===== src/rtl/mrt_pkg.sv =====
// Shared definitions for the MinRoot datapath.
//   MulLatency  : issue-to-product latency of the field multiplier, in cycles.
//   seq_state_e : state encoding of the square-and-multiply sequencer.
package mrt_pkg;

    localparam int unsigned MulLatency = 3;

    typedef enum logic [2:0] {
        StIdle,
        StLoadX,
        StInit,
        StSqIssue,
        StSqWait,
        StMulIssue,
        StMulWait,
        StDone
    } seq_state_e;

endpackage


===== src/rtl/msb_find.sv =====
// Leading-one detector.
//   vec_i  : input vector.
//   idx_o  : index of the most significant set bit (0 when vec_i is zero).
//   zero_o : high when vec_i has no bit set.
module msb_find #(
    parameter int unsigned Width = 256,
    parameter int unsigned IdxW  = (Width > 1) ? $clog2(Width) : 1
) (
    input  logic [Width-1:0] vec_i,
    output logic [IdxW-1:0]  idx_o,
    output logic             zero_o
);

    // Ascending scan: the last hit is the highest set bit.
    always_comb begin
        idx_o = '0;
        for (int unsigned i = 0; i < Width; i++) begin
            if (vec_i[i]) begin
                idx_o = IdxW'(i);
            end
        end
    end

    assign zero_o = ~|vec_i;

endmodule


===== src/rtl/poly_red_seq.sv =====
// Square-and-multiply sequencer driving the poly_red reduction stage.
// Computes x^e left to right: loads the base into byp, seeds mul with x, then for each
// lower exponent bit squares mul and, if the bit is set, multiplies mul by byp.
//   clk_i, rst_ni    : clock, asynchronous active-low reset.
//   start_i, exp_i   : start request and exponent (sampled in IDLE only).
//   abort_i          : synchronous abort of a running sequence.
//   busy_o, done_o   : sequence active / one-cycle completion pulse.
//   err_o            : qualifies done_o, exponent was zero.
//   mul_start_o      : multiplier issue strobe.
//   mul_opsel_o      : 0 = mul*mul, 1 = mul*byp.
//   sel_x_o, sel_mul_o, adv_mul_o, adv_byp_o : poly_red control pins.
module poly_red_seq #(
    parameter int unsigned ExpBits    = 256,
    parameter int unsigned MulLatency = mrt_pkg::MulLatency
) (
    input  logic               clk_i,
    input  logic               rst_ni,
    input  logic               start_i,
    input  logic [ExpBits-1:0] exp_i,
    input  logic               abort_i,
    output logic               busy_o,
    output logic               done_o,
    output logic               err_o,
    output logic               mul_start_o,
    output logic               mul_opsel_o,
    output logic               sel_x_o,
    output logic               sel_mul_o,
    output logic               adv_mul_o,
    output logic               adv_byp_o
);

    import mrt_pkg::*;

    localparam int unsigned IdxW = (ExpBits > 1) ? $clog2(ExpBits) : 1;
    localparam int unsigned CntW = (MulLatency > 1) ? $clog2(MulLatency) : 1;

    seq_state_e         state_q, state_d;
    logic [ExpBits-1:0] exp_q, exp_d;
    logic [IdxW-1:0]    idx_q, idx_d;
    logic [CntW-1:0]    cnt_q, cnt_d;

    logic busy_q, busy_d;
    logic done_q, done_d;
    logic err_q, err_d;
    logic mul_start_q, mul_start_d;
    logic mul_opsel_q, mul_opsel_d;
    logic sel_x_q, sel_x_d;
    logic sel_mul_q, sel_mul_d;
    logic adv_mul_q, adv_mul_d;
    logic adv_byp_q, adv_byp_d;

    logic [IdxW-1:0] msb_idx;
    logic            exp_zero;
    logic            capture_d;

    msb_find #(
        .Width (ExpBits),
        .IdxW  (IdxW)
    ) u_msb_find (
        .vec_i  (exp_i),
        .idx_o  (msb_idx),
        .zero_o (exp_zero)
    );

    // Next-state logic. idx_q holds m right after start, then the current bit index.
    always_comb begin
        state_d = state_q;
        exp_d   = exp_q;
        idx_d   = idx_q;
        cnt_d   = cnt_q;

        unique case (state_q)
            StIdle: begin
                if (start_i) begin
                    exp_d   = exp_i;
                    idx_d   = msb_idx;
                    state_d = exp_zero ? StDone : StLoadX;
                end
            end
            StLoadX: state_d = StInit;
            StInit: begin
                if (idx_q == '0) begin
                    state_d = StDone;
                end else begin
                    idx_d   = idx_q - 1'b1;
                    state_d = StSqIssue;
                end
            end
            StSqIssue: begin
                cnt_d   = CntW'(MulLatency - 1);
                state_d = StSqWait;
            end
            StSqWait: begin
                if (cnt_q != '0) begin
                    cnt_d = cnt_q - 1'b1;
                end else if (exp_q[idx_q]) begin
                    state_d = StMulIssue;
                end else if (idx_q == '0) begin
                    state_d = StDone;
                end else begin
                    idx_d   = idx_q - 1'b1;
                    state_d = StSqIssue;
                end
            end
            StMulIssue: begin
                cnt_d   = CntW'(MulLatency - 1);
                state_d = StMulWait;
            end
            StMulWait: begin
                if (cnt_q != '0) begin
                    cnt_d = cnt_q - 1'b1;
                end else if (idx_q == '0) begin
                    state_d = StDone;
                end else begin
                    idx_d   = idx_q - 1'b1;
                    state_d = StSqIssue;
                end
            end
            StDone:  state_d = StIdle;
            default: state_d = StIdle;
        endcase

        if (abort_i && (state_q != StIdle)) begin
            state_d = StIdle;
        end
    end

    // Outputs are decoded from the next state so they line up with state_q after the edge.
    always_comb begin
        capture_d   = ((state_d == StSqWait) || (state_d == StMulWait)) && (cnt_d == '0);
        busy_d      = (state_d != StIdle);
        done_d      = (state_d == StDone);
        err_d       = (state_q == StIdle) && (state_d == StDone);
        mul_start_d = (state_d == StSqIssue) || (state_d == StMulIssue);
        mul_opsel_d = (state_d == StMulIssue) || (state_d == StMulWait);
        sel_x_d     = (state_d == StLoadX);
        adv_byp_d   = (state_d == StLoadX);
        sel_mul_d   = capture_d;
        adv_mul_d   = capture_d || (state_d == StInit);
    end

    always_ff @(posedge clk_i or negedge rst_ni) begin
        if (!rst_ni) begin
            state_q     <= StIdle;
            exp_q       <= '0;
            idx_q       <= '0;
            cnt_q       <= '0;
            busy_q      <= 1'b0;
            done_q      <= 1'b0;
            err_q       <= 1'b0;
            mul_start_q <= 1'b0;
            mul_opsel_q <= 1'b0;
            sel_x_q     <= 1'b0;
            sel_mul_q   <= 1'b0;
            adv_mul_q   <= 1'b0;
            adv_byp_q   <= 1'b0;
        end else begin
            state_q     <= state_d;
            exp_q       <= exp_d;
            idx_q       <= idx_d;
            cnt_q       <= cnt_d;
            busy_q      <= busy_d;
            done_q      <= done_d;
            err_q       <= err_d;
            mul_start_q <= mul_start_d;
            mul_opsel_q <= mul_opsel_d;
            sel_x_q     <= sel_x_d;
            sel_mul_q   <= sel_mul_d;
            adv_mul_q   <= adv_mul_d;
            adv_byp_q   <= adv_byp_d;
        end
    end

    assign busy_o      = busy_q;
    assign done_o      = done_q;
    assign err_o       = err_q;
    assign mul_start_o = mul_start_q;
    assign mul_opsel_o = mul_opsel_q;
    assign sel_x_o     = sel_x_q;
    assign sel_mul_o   = sel_mul_q;
    assign adv_byp_o   = adv_byp_q;
    // An abort arriving in a capture cycle must keep the accumulator untouched, so the
    // already-registered strobe is squashed combinationally.
    assign adv_mul_o   = adv_mul_q & ~abort_i;

endmodule


===== config.mk =====
export PLATFORM = sky130hd
export DESIGN_NAME = poly_red_seq
export DESIGN_NICKNAME = d
export VERILOG_FILES = /design/src/rtl/mrt_pkg.sv /design/src/rtl/msb_find.sv /design/src/rtl/poly_red_seq.sv
export SDC_FILE = /design/constraint.sdc
export NUM_CORES = 1
export LEC_CHECK = 0
export CORE_MARGIN = 2
export CORE_UTILIZATION = 40
export CTS_CLUSTER_DIAMETER = 60
export DETAILED_ROUTE_END_ITERATION = 10
export GPL_TIMING_DRIVEN = 1
export MAX_ROUTING_LAYER = met4
export PLACE_DENSITY = 0.68
export SLEW_MARGIN = 20
export SYNTH_ARGS = -nofsm -noshare
export SYNTH_HDL_FRONTEND = slang
export SYNTH_SLANG_ARGS = --single-unit

===== constraint.sdc =====
create_clock -name clk_i -period 3.05 [get_ports clk_i]
set_input_delay 0.915 -clock clk_i [delete_from_list [all_inputs] [get_ports clk_i]]
set_output_delay 0.915 -clock clk_i [all_outputs]
set_load 0.01 [all_outputs]

==> run summary <==
status -> finished with violations
violated checks -> negative setup slack
layout cell share with drive strength beyond 1 -> 41.5%
RSZ-0062 raised after global routing -> yes
Syn. warnings -> 0
# H-tree levels -> 2
Synth async-reset ratio -> 100%
post-layout min period -> 3.32 ns
Reg clk slew, reported paths -> 0.06 ns
crit path kind -> flop to flop
CTS Buf Count -> 35
Mapped Area -> 16000 µm²
CP Launch Point -> idx_q[0]
ANT nets after route -> 0
Worst EP required -> 3.42 ns
DRT Pass-1 Iters -> 5
Final WS setup -> -0.269 ns
drt initial violations -> 1187
Pleak -> 0.0120 µW
CTS tree -> yes
Max Freq -> 0.301 GHz
R2R Path Start -> idx_q[0]
Top Ports -> 269
R2R Setup Slk -> -0.27 ns
worst hold-check slack -> 0.363 ns
FF-to-FF path depth -> 11
GP Congestion -> 0.966
GRT Util Overall -> 28.4%
WL per Instance -> 20.8 µm
initial antenna violation count -> 2
Core Area -> 39500 µm²
max_cap viols -> 0
CTS hold repair buffers -> 0
vias per cell -> 5.64
Max IR drop VDD -> 0.512 mV
die area -> 41600 µm²
Slew Limit Fails -> 0
Chip Width -> 204 µm
pwr/cell area -> 776 nW/µm²
syn_nets -> 1768
#FFs+latches synth -> 277
IO buf count -> 268
largest net degree at the start of global routing -> 143
Crit Path Max Fanout -> 6
commonest non-fill, non-tap cell in the layout -> buf_4
Yosys top cell by area -> dfrtp_1
clk_skew -> 0.0290 ns
number of synthesized flops with an enable pin -> 0
crit start category -> flop
number of global-route vias before repair -> 16211
r2r endpoint -> busy_o
final hold vios -> 0
height of the die -> 204 µm
top post-synthesis cells by area -> dfrtp_1 (43%), mux2_2 (15%), mux4_2 (5.4%), nor4_1 (3.5%), nor2_1 (2.8%)
Cell variety after synth -> 69
fillers -> 3074
routed wire length -> 59.4 mm
Std-Cell Rows -> 73
nets -> 2562
most frequent cells in the layout -> buf_4 (526), dfrtp_1 (275), mux2_2 (215)
sequential area share after synthesis -> 43.4%
Main synth FF type -> dfrtp_1
actual slew at the worst max-slew pin -> 0.707 ns
Congestion Overflow GR -> 0
Post-Synthesis Mean Instance Area -> 10.6 µm²
CTS Buffer Depth -> 3
Root Driver -> clkbuf_16
Finish-stage setup viols -> 14
via count -> 16076
Mapped Cells -> 1507
period utilisation layout -> 109%
# clock sinks -> 277
clk_lat worst skew -> 0.52 ns
CP arrival -> 3.69 ns
first-pass GRT wire length -> 89.5 mm
top cell type's share of synthesized area -> 43.4%
headroom to the max-slew limit -> 52.9%
detailed placer's ending HPWL -> 45.4 mm
Setup TNS -> -2.45 ns
initial core utilization -> 40.4%
Layout area overhead -> 60.0%
DRC -> 0
Hold Crit Class -> primary input to asynchronous set/reset pin
Critical Path Sink Type -> flop
-- power by group --
part | leakage [µW] | switching (µW) | total, µW | internal (µW)
Sequential | 0.00328 | 972 | 6500 | 5520
Combinational | 0.00817 | 4090 | 9200 | 5110
Clock | 0.000566 | 1600 | 4140 | 2540
Total | 0.0120 | 6660 | 19800 | 13200
-- worst max-delay path, cell delays in order, from the launching register on --
cell and delay (ns):
dfrtp_2 0.47, buf_12 0.17, buf_4 0.14, mux4_1 0.38, a22o_1 0.17, a221oi_2 0.05, mux4_2 0.50, mux4_2 0.57
buf_6 0.16, a21boi_4 0.20, inv_2 0.06, or3_1 0.31
-- layer usage --
layer	track usage, %	wire, µm	vias to the layer above
li1	-	-	7342
met1	36.9	24900	7975
met2	45.3	28300	616
met3	3.92	3890	143
met4	10.5	2240	0
met5	-	0	-
-- cell type report --
cell class / count / area (µm²) / share of cell area [%]
repair buffers: 821 / 7410 / 29.0
multi-input cells: 1110 / 9200 / 36.0
clock inverters: 10 / 118 / 0.460
diodes: 2 / 5.00 / 0.0196
well taps: 525 / 657 / 2.57
clock buffers: 51 / 1040 / 4.06
inverters: 56 / 210 / 0.822
flip-flops and latches: 277 / 6940 / 27.1
-- cells by family (layout without fill, tap and decap cells) --
logic type                 count (synthesis)  count (layout)  share of synthesized area (%)
AOI/OAI and AO/OA                        321             322                           12.9
adders and majority gates                  1               1                         0.0783
buffers and inverters                    121             938                           3.64
xor gates and xnor gates                   2               2                          0.110
DFF                                      277             277                           43.4
and+or+nand+nor                          481             481                           15.1
other                                      0               2                              0
muxes                                    304             304                           24.8
-- worst max-delay path by stage --
stage,endpoint,cells after the start
floorplan,adv_mul_q,9
global placement,adv_mul_q,10
detailed placement,adv_mul_q,10
CTS,busy_o,12
global route,busy_o,13
finish,busy_o,11
-- state kept, by name, summed over array words and instances (netlist names) --
signal	count
adv_byp_o	1
err_o	1
mul_start_o	1
exp_q	256
sel_mul_o	1
idx_q	8
state_q	3
adv_mul_q	1
mul_opsel_o	1
cnt_q	2
done_o	1
busy_o	1
-- stage by stage --
step / utilization, % / worst slack (ns) / instances / instance area (µm²) / power [µW]
6_report: 64.7 / -0.269 / 2852 / 25600 / 19800
5_1_grt: 64.7 / -0.308 / 2852 / 25600 / 20800
4_1_cts: 61.8 / -0.184 / 2812 / 24400 / 19300
3_5_place_dp: 58.1 / -0.955 / 2731 / 23000 / 14900
3_3_place_gp: 58.1 / -0.915 / 2731 / 23000 / 14600
2_1_floorplan: - / 0.0116 / 1507 / 16100 / 11800
-- timing repair --
item | CTS | global route
pin swaps | 7 | 70
endpoints found under the setup margin | 16 | 19
setup buffers | 19 | 36
endpoints found under the hold margin | 0 | 0
gates resized for setup | 38 | 221
gates cloned | 1 | 3
-- cells in the mapped netlist (all sizes together), types with 6 or more instances --
| master | count |
|---|---|
| or3 | 11 |
| mux2i | 40 |
| a22o | 9 |
| a21oi | 82 |
| nor2 | 119 |
| dfrtp | 277 |
| nor3 | 47 |
| nand2 | 105 |
| inv | 56 |
| nand3 | 26 |
| o211ai | 9 |
| nor4 | 90 |
| o311ai | 7 |
| a31oi | 11 |
| o41ai | 6 |
| a211oi | 6 |
| o21ai | 89 |
| o31ai | 20 |
| mux2 | 215 |
| or4 | 8 |
| nor2b | 18 |
| mux4 | 49 |
| nand4 | 22 |
| a22oi | 14 |
| o21bai | 12 |
| clkbuf | 44 |
| buf | 21 |
| o21a | 8 |
| nand2b | 10 |
| nor3b | 6 |
| a221oi | 8 |
| o221ai | 6 |
No activity file was read; power rests on OpenSTA's default activity.
